<file path="config.mk">
export PLATFORM = sky130hd
export DESIGN_NAME = inta_sequencer
export DESIGN_NICKNAME = d
export VERILOG_FILES = /design/src/rtl/pic_pkg.sv /design/src/rtl/pic_isr_lowest.sv /design/src/rtl/inta_sequencer.sv
export SDC_FILE = /design/constraint.sdc
export NUM_CORES = 1
export LEC_CHECK = 0
export BUFFER_PORTS_ARGS = -buffer_cell sky130_fd_sc_hd__buf_2
export CORE_MARGIN = 2
export CORE_UTILIZATION = 35
export CTS_CLUSTER_DIAMETER = 200
export DETAILED_ROUTE_END_ITERATION = 16
export PLACE_DENSITY = 0.67
export SLEW_MARGIN = 25
export SYNTH_ARGS = -nofsm -noshare
export SYNTH_HDL_FRONTEND = slang
export SYNTH_HIERARCHICAL = 1
export SYNTH_SLANG_ARGS = --single-unit
</file>
<file path="constraint.sdc">
create_clock -name clk -period 2.5 [get_ports clk]
set_input_delay 0.25 -clock clk [delete_from_list [all_inputs] [get_ports clk]]
set_output_delay 0.25 -clock clk [all_outputs]
set_load 0.02 [all_outputs]
</file>
<file path="src/rtl/pic_pkg.sv">
// pic_pkg: shared types and constants for the INTA sequencer slice.
package pic_pkg;
  localparam int LVL_W = 3;
  localparam int VB_W = 5;
  typedef enum logic [1:0] {IDLE, PEND, ACK1, VEC} state_t;
  localparam logic [1:0] OCW2_NONE = 2'b00;
  localparam logic [1:0] OCW2_NSEOI = 2'b01;
  localparam logic [1:0] OCW2_SEOI = 2'b10;
  localparam logic [1:0] OCW2_RSVD = 2'b11;
  function automatic logic [7:0] onehot(input logic [LVL_W-1:0] l);
    return 8'b1 << l;
  endfunction
endpackage

</file>
<file path="src/rtl/pic_isr_lowest.sv">
// pic_isr_lowest: index of the lowest-numbered (highest-priority) set isr bit plus valid flag.
module pic_isr_lowest
  import pic_pkg::*;
(
  input  logic [7:0]       isr,
  output logic [LVL_W-1:0] lo,
  output logic             valid
);
  always_comb begin
    lo = '0;
    for (int i = 7; i >= 0; i--)
      if (isr[i]) lo = i[LVL_W-1:0];
  end
  assign valid = |isr;
endmodule

</file>
<file path="src/rtl/inta_sequencer.sv">
// inta_sequencer: 8259A-style INTA handshake, in-service tracking and vector drive.
// Define INTA_SEQ_AUTO_EOI_EN to let aeoi_mode clear the in-service bit during the vector cycle.
module inta_sequencer
  import pic_pkg::*;
#(
  parameter logic [LVL_W-1:0] SPURIOUS_LEVEL = 3'd7
) (
  input  logic             clk,
  input  logic             reset,
  input  logic             req_any,
  input  logic [LVL_W-1:0] req_level,
  input  logic             inta,
  input  logic [VB_W-1:0]  vec_base,
  input  logic             ocw2_wr,
  input  logic [1:0]       ocw2_cmd,
  input  logic [LVL_W-1:0] ocw2_level,
  input  logic             aeoi_mode,
  output logic             int_out,
  output logic [7:0]       isr,
  output logic [7:0]       irr_clr,
  output logic [7:0]       data_out,
  output logic             data_oe
);
  state_t state, next_state;
  logic [LVL_W-1:0] lvl, lo;
  logic lo_valid, spur, eligible, ack;
  logic [7:0] set_v, eoi_v, aeoi_v;
  pic_isr_lowest u_lowest (.isr(isr), .lo(lo), .valid(lo_valid));
  assign eligible = req_any && (!lo_valid || req_level < lo);
  assign ack = state == PEND && inta;
  assign set_v = ack && req_any ? onehot(req_level) : '0;
  always_comb
    eoi_v = !ocw2_wr ? '0 :
            ocw2_cmd == OCW2_NSEOI && lo_valid ? onehot(lo) :
            ocw2_cmd == OCW2_SEOI ? onehot(ocw2_level) : '0;
`ifdef INTA_SEQ_AUTO_EOI_EN
  assign aeoi_v = state == ACK1 && inta && aeoi_mode && !spur ? onehot(lvl) : '0;
`else
  logic unused_aeoi;
  assign unused_aeoi = aeoi_mode;
  assign aeoi_v = '0;
`endif
  always_ff @(posedge clk)
    if (!reset) state <= IDLE;
    else state <= next_state;
  always_comb begin
    next_state = state;
    case (state)
      IDLE: next_state = eligible ? PEND : IDLE;
      PEND: next_state = inta ? ACK1 : PEND;
      ACK1: next_state = inta ? VEC : ACK1;
      default: next_state = IDLE;
    endcase
  end
  // int_out stays up in PEND even if the request vanishes; only the first INTA drops it
  always_ff @(posedge clk)
    if (!reset) begin
      isr <= '0;
      irr_clr <= '0;
      int_out <= 1'b0;
      lvl <= '0;
      spur <= 1'b0;
    end else begin
      isr <= (isr & ~(eoi_v | aeoi_v)) | set_v;
      irr_clr <= set_v;
      int_out <= state == PEND && !inta;
      if (ack) begin
        lvl <= req_any ? req_level : SPURIOUS_LEVEL;
        spur <= !req_any;
      end
    end
  always_comb begin
    data_oe = state == VEC;
    data_out = data_oe ? {vec_base, lvl} : 8'h00;
  end
endmodule

</file>
==> key figures <==
Setup path
  • Crit end category: flip-flop
  • Crit path max-delay family: compound AO/OA/AOI/OAI gates
  • CP Class: reg -> reg
  • CP Data Required Time: 2700 ps
  • Critical path, cell by cell: a21oi_1, o41ai_1, or4b_1, a41o_1
  • Worst R2R Start: isr[7]$_SDFF_PN0_
  • Slowest CP cell: o41ai_1
  • Slowest stage delay, CP: a little under 800 ps
  • Flop2flop setup slack: 330 ps
  • RR Endpoint: isr[5]$_SDFF_PN0_
  • Setup crit start kind: flip-flop
  • R2r worst-path depth: 4
  • Critical Path AT: 2370 ps
  • WP buf/inv: 0
  • Crit path max fanout: 7

Pwr
  • Worst vdd ir: 0.1503 mV
  • Leak Pwr: 0.6612 nW
  • Tot Pwr: 0.6192 mW
  • Cell Pwr Density: 445.4 nW/um2

Yosys
  • Ys async rst share: 0
  • Count of cell types in the netlist: 37
  • Post-synthesis sequential area ratio: 0.3920
  • Mapped cell area: 1124 um2
  • Cell count after synthesis: 121
  • #FFs+latches synth: 22
  • EDFF count, synth: 0
  • Syn Area/Cell: 9.286 um2
  • Synth warnings: 6
  • Syn nets: 142
  • Most used DFF post-synth: dfxtp_1

CTS
  • Inserted Clock Buffers: 3
  • # hold bufs at CTS: 0
  • Clock edge transition at the registers on the reported setup and hold paths: 120 ps
  • Root buffer selected by CTS: clkbuf_4
  • Setup repair bufs after CTS: 0
  • H-tree depth: 1
  • Clock Latency Late Sink: 310 ps
  • CTS tree: built
  • # clock sinks: 22
  • Clock Path Buffers: 2
  • Cts repair resizes: 0

Cells and area
  • Layout cells sized above 1: 0.2901
  • Layout area overhead: 23.72%
  • Final instance area: 1390 um2
  • # diodes: 0
  • Most common cell after layout, fill and taps aside: buf_2
  • Final Net Count: between 150 and 200
  • Most frequent cells in the layout: buf_2, dfxtp_1, nor3_1

Routing
  • Drt first pass iters: 5
  • Detailed Route WL: 2908 um
  • Vias/cell: 5.563
  • DR vias: about 1100
  • DRT antenna net count: 0
  • Initial DRC Count: 89
  • Drt wl/cell: 14.12 um
  • Post-route DRC: 0

GRT
  • Vias in the first global route: 960
  • Initial antenna violation count: 0
  • Pin count of the biggest net entering global routing: 19
  • Total Routing Usage GR: 0.1652
  • First-pass GRT wire length: 4533 um
  • Total grt overflow: 0

Die
  • Num ports: 45
  • Die area: 3680 um2
  • Initial Util: 0.3680
  • Total core area: 3053 um2
  • Cell row count: 20
  • Chip height: 60.66 um
  • Die width: between 60 and 70 um

Worst hold path
  • Worst Hold Path EP: int_out$_SDFF_PN0_
  • WHS Path Cells: 2
  • Hold Path Origin: inta
  • Worst min path class: in -> reg

STA
  • RSZ-0062 raised after global routing: no
  • Slew headroom: 0.3455
  • Final period util: 0.8673
  • Crit path time final: 2168 ps
  • Setup total negative slack: 0 ps
  • Tightest Pin Transition: a little under 1000 ps
  • Fin. max-slew vios: 0
  • Setup Skew: between 8 and 9 ps
  • Final hold vios: 0
  • Highest clock rate: 0.4612 GHz
  • Final setup viols: 0

Place
  • Area post-placement: between 1000 and 1500 um2
  • RD Place Congestion: 0.8143
  • Post-DP HPWL: 2228 um
  • Port Buffers: 43

Outcome
  • Status: complete, no violations

Run
  • Max_cap viols: 0
==> metrics by stage <==
| stage | hold WS, ps | setup slack [ps] | utilization | instances |
|---|---|---|---|---|
| 5_1_grt | 147.4 | 55.14 | 0.4553 | 206 |
| 3_3_place_gp | 476.5 | 477.2 | 0.4480 | 203 |
| 6_report | 160.6 | 331.7 | 0.4553 | 206 |
| 4_1_cts | 152.2 | 389.6 | 0.4553 | 206 |
| 2_1_floorplan | 327.5 | 528.6 | - | 121 |
| 3_5_place_dp | 486.9 | 399.2 | 0.4480 | 203 |
==> cells in the mapped netlist, drive strengths merged (2+ instances only) <==
master   n  share of area
dfxtp   22           0.39
nor3     9          0.040
and3     8          0.045
nor2     8          0.027
nand2b   6          0.033
nand3b   6          0.040
o311ai   5          0.039
a41o     4          0.036
clkbuf   4          0.013
nand4b   4          0.031
or4      4          0.027
and3b    3          0.023
inv      3          0.010
nand2    3          0.010
nor4     3          0.022
o21bai   3          0.020
a21boi   2          0.013
ha       2          0.022
nand4    2          0.011
o211a    2          0.018
o22ai    2          0.011
or4b     2          0.018
==> registers in the layout (all words and copies together) (netlist names) <==
| register | flops |
|---|---|
| int_out | 1 |
| isr | 8 |
| lvl | 3 |
| irr_clr | 8 |
| state | 2 |
==> power breakdown <==
part | internal [mW] | total, mW | switching [mW]
combinational | 0.0373 | 0.0872 | 0.0499
sequential | 0.360 | 0.374 | 0.0139
clock | 0.0563 | 0.158 | 0.102
total | 0.454 | 0.619 | 0.165
==> area by class of cell <==
class	count	area (um2)
inverters	3	11.26
flip-flops and latches	22	440.4
repair buffers	43	215.2
multi-input cells	91	645.6
well taps	44	55.05
clock buffers	3	22.52
fillers	332	1663
==> logic make-up (layout without fill, tap and decap cells) <==
kind of cell	Yosys count	after routing	synth area share
buffers and inverters	8	49	0.03340
adders and majority gates	2	2	0.02227
DFF	22	22	0.3920
AOI/OAI and AO/OA	23	23	0.1670
and+or+nand+nor	65	65	0.3764
muxes	1	1	0.008909
==> routing by layer <==
| layer | routed length [um] | track usage |
|---|---|---|
| met4 | 41 | 0.05901 |
| met2 | 1267 | 0.2688 |
| met3 | 236 | 0.01919 |
| met5 | 0 | 0 |
| met1 | 1363 | 0.2260 |
==> worst max path at each step <==
stage                            from           endpoint  slack (ps)  cells past startpoint
global route        isr[7]$_SDFF_PN0_  isr[7]$_SDFF_PN0_          60                      5
global placement    isr[5]$_SDFF_PN0_  isr[1]$_SDFF_PN0_         480                      4
finish              isr[7]$_SDFF_PN0_  isr[5]$_SDFF_PN0_         330                      4
floorplan           isr[4]$_SDFF_PN0_  isr[4]$_SDFF_PN0_         530                      6
CTS                 isr[7]$_SDFF_PN0_  isr[5]$_SDFF_PN0_         390                      4
detailed placement  isr[7]$_SDFF_PN0_  isr[5]$_SDFF_PN0_         400                      4
No activity file was read; power rests on OpenSTA's default activity.
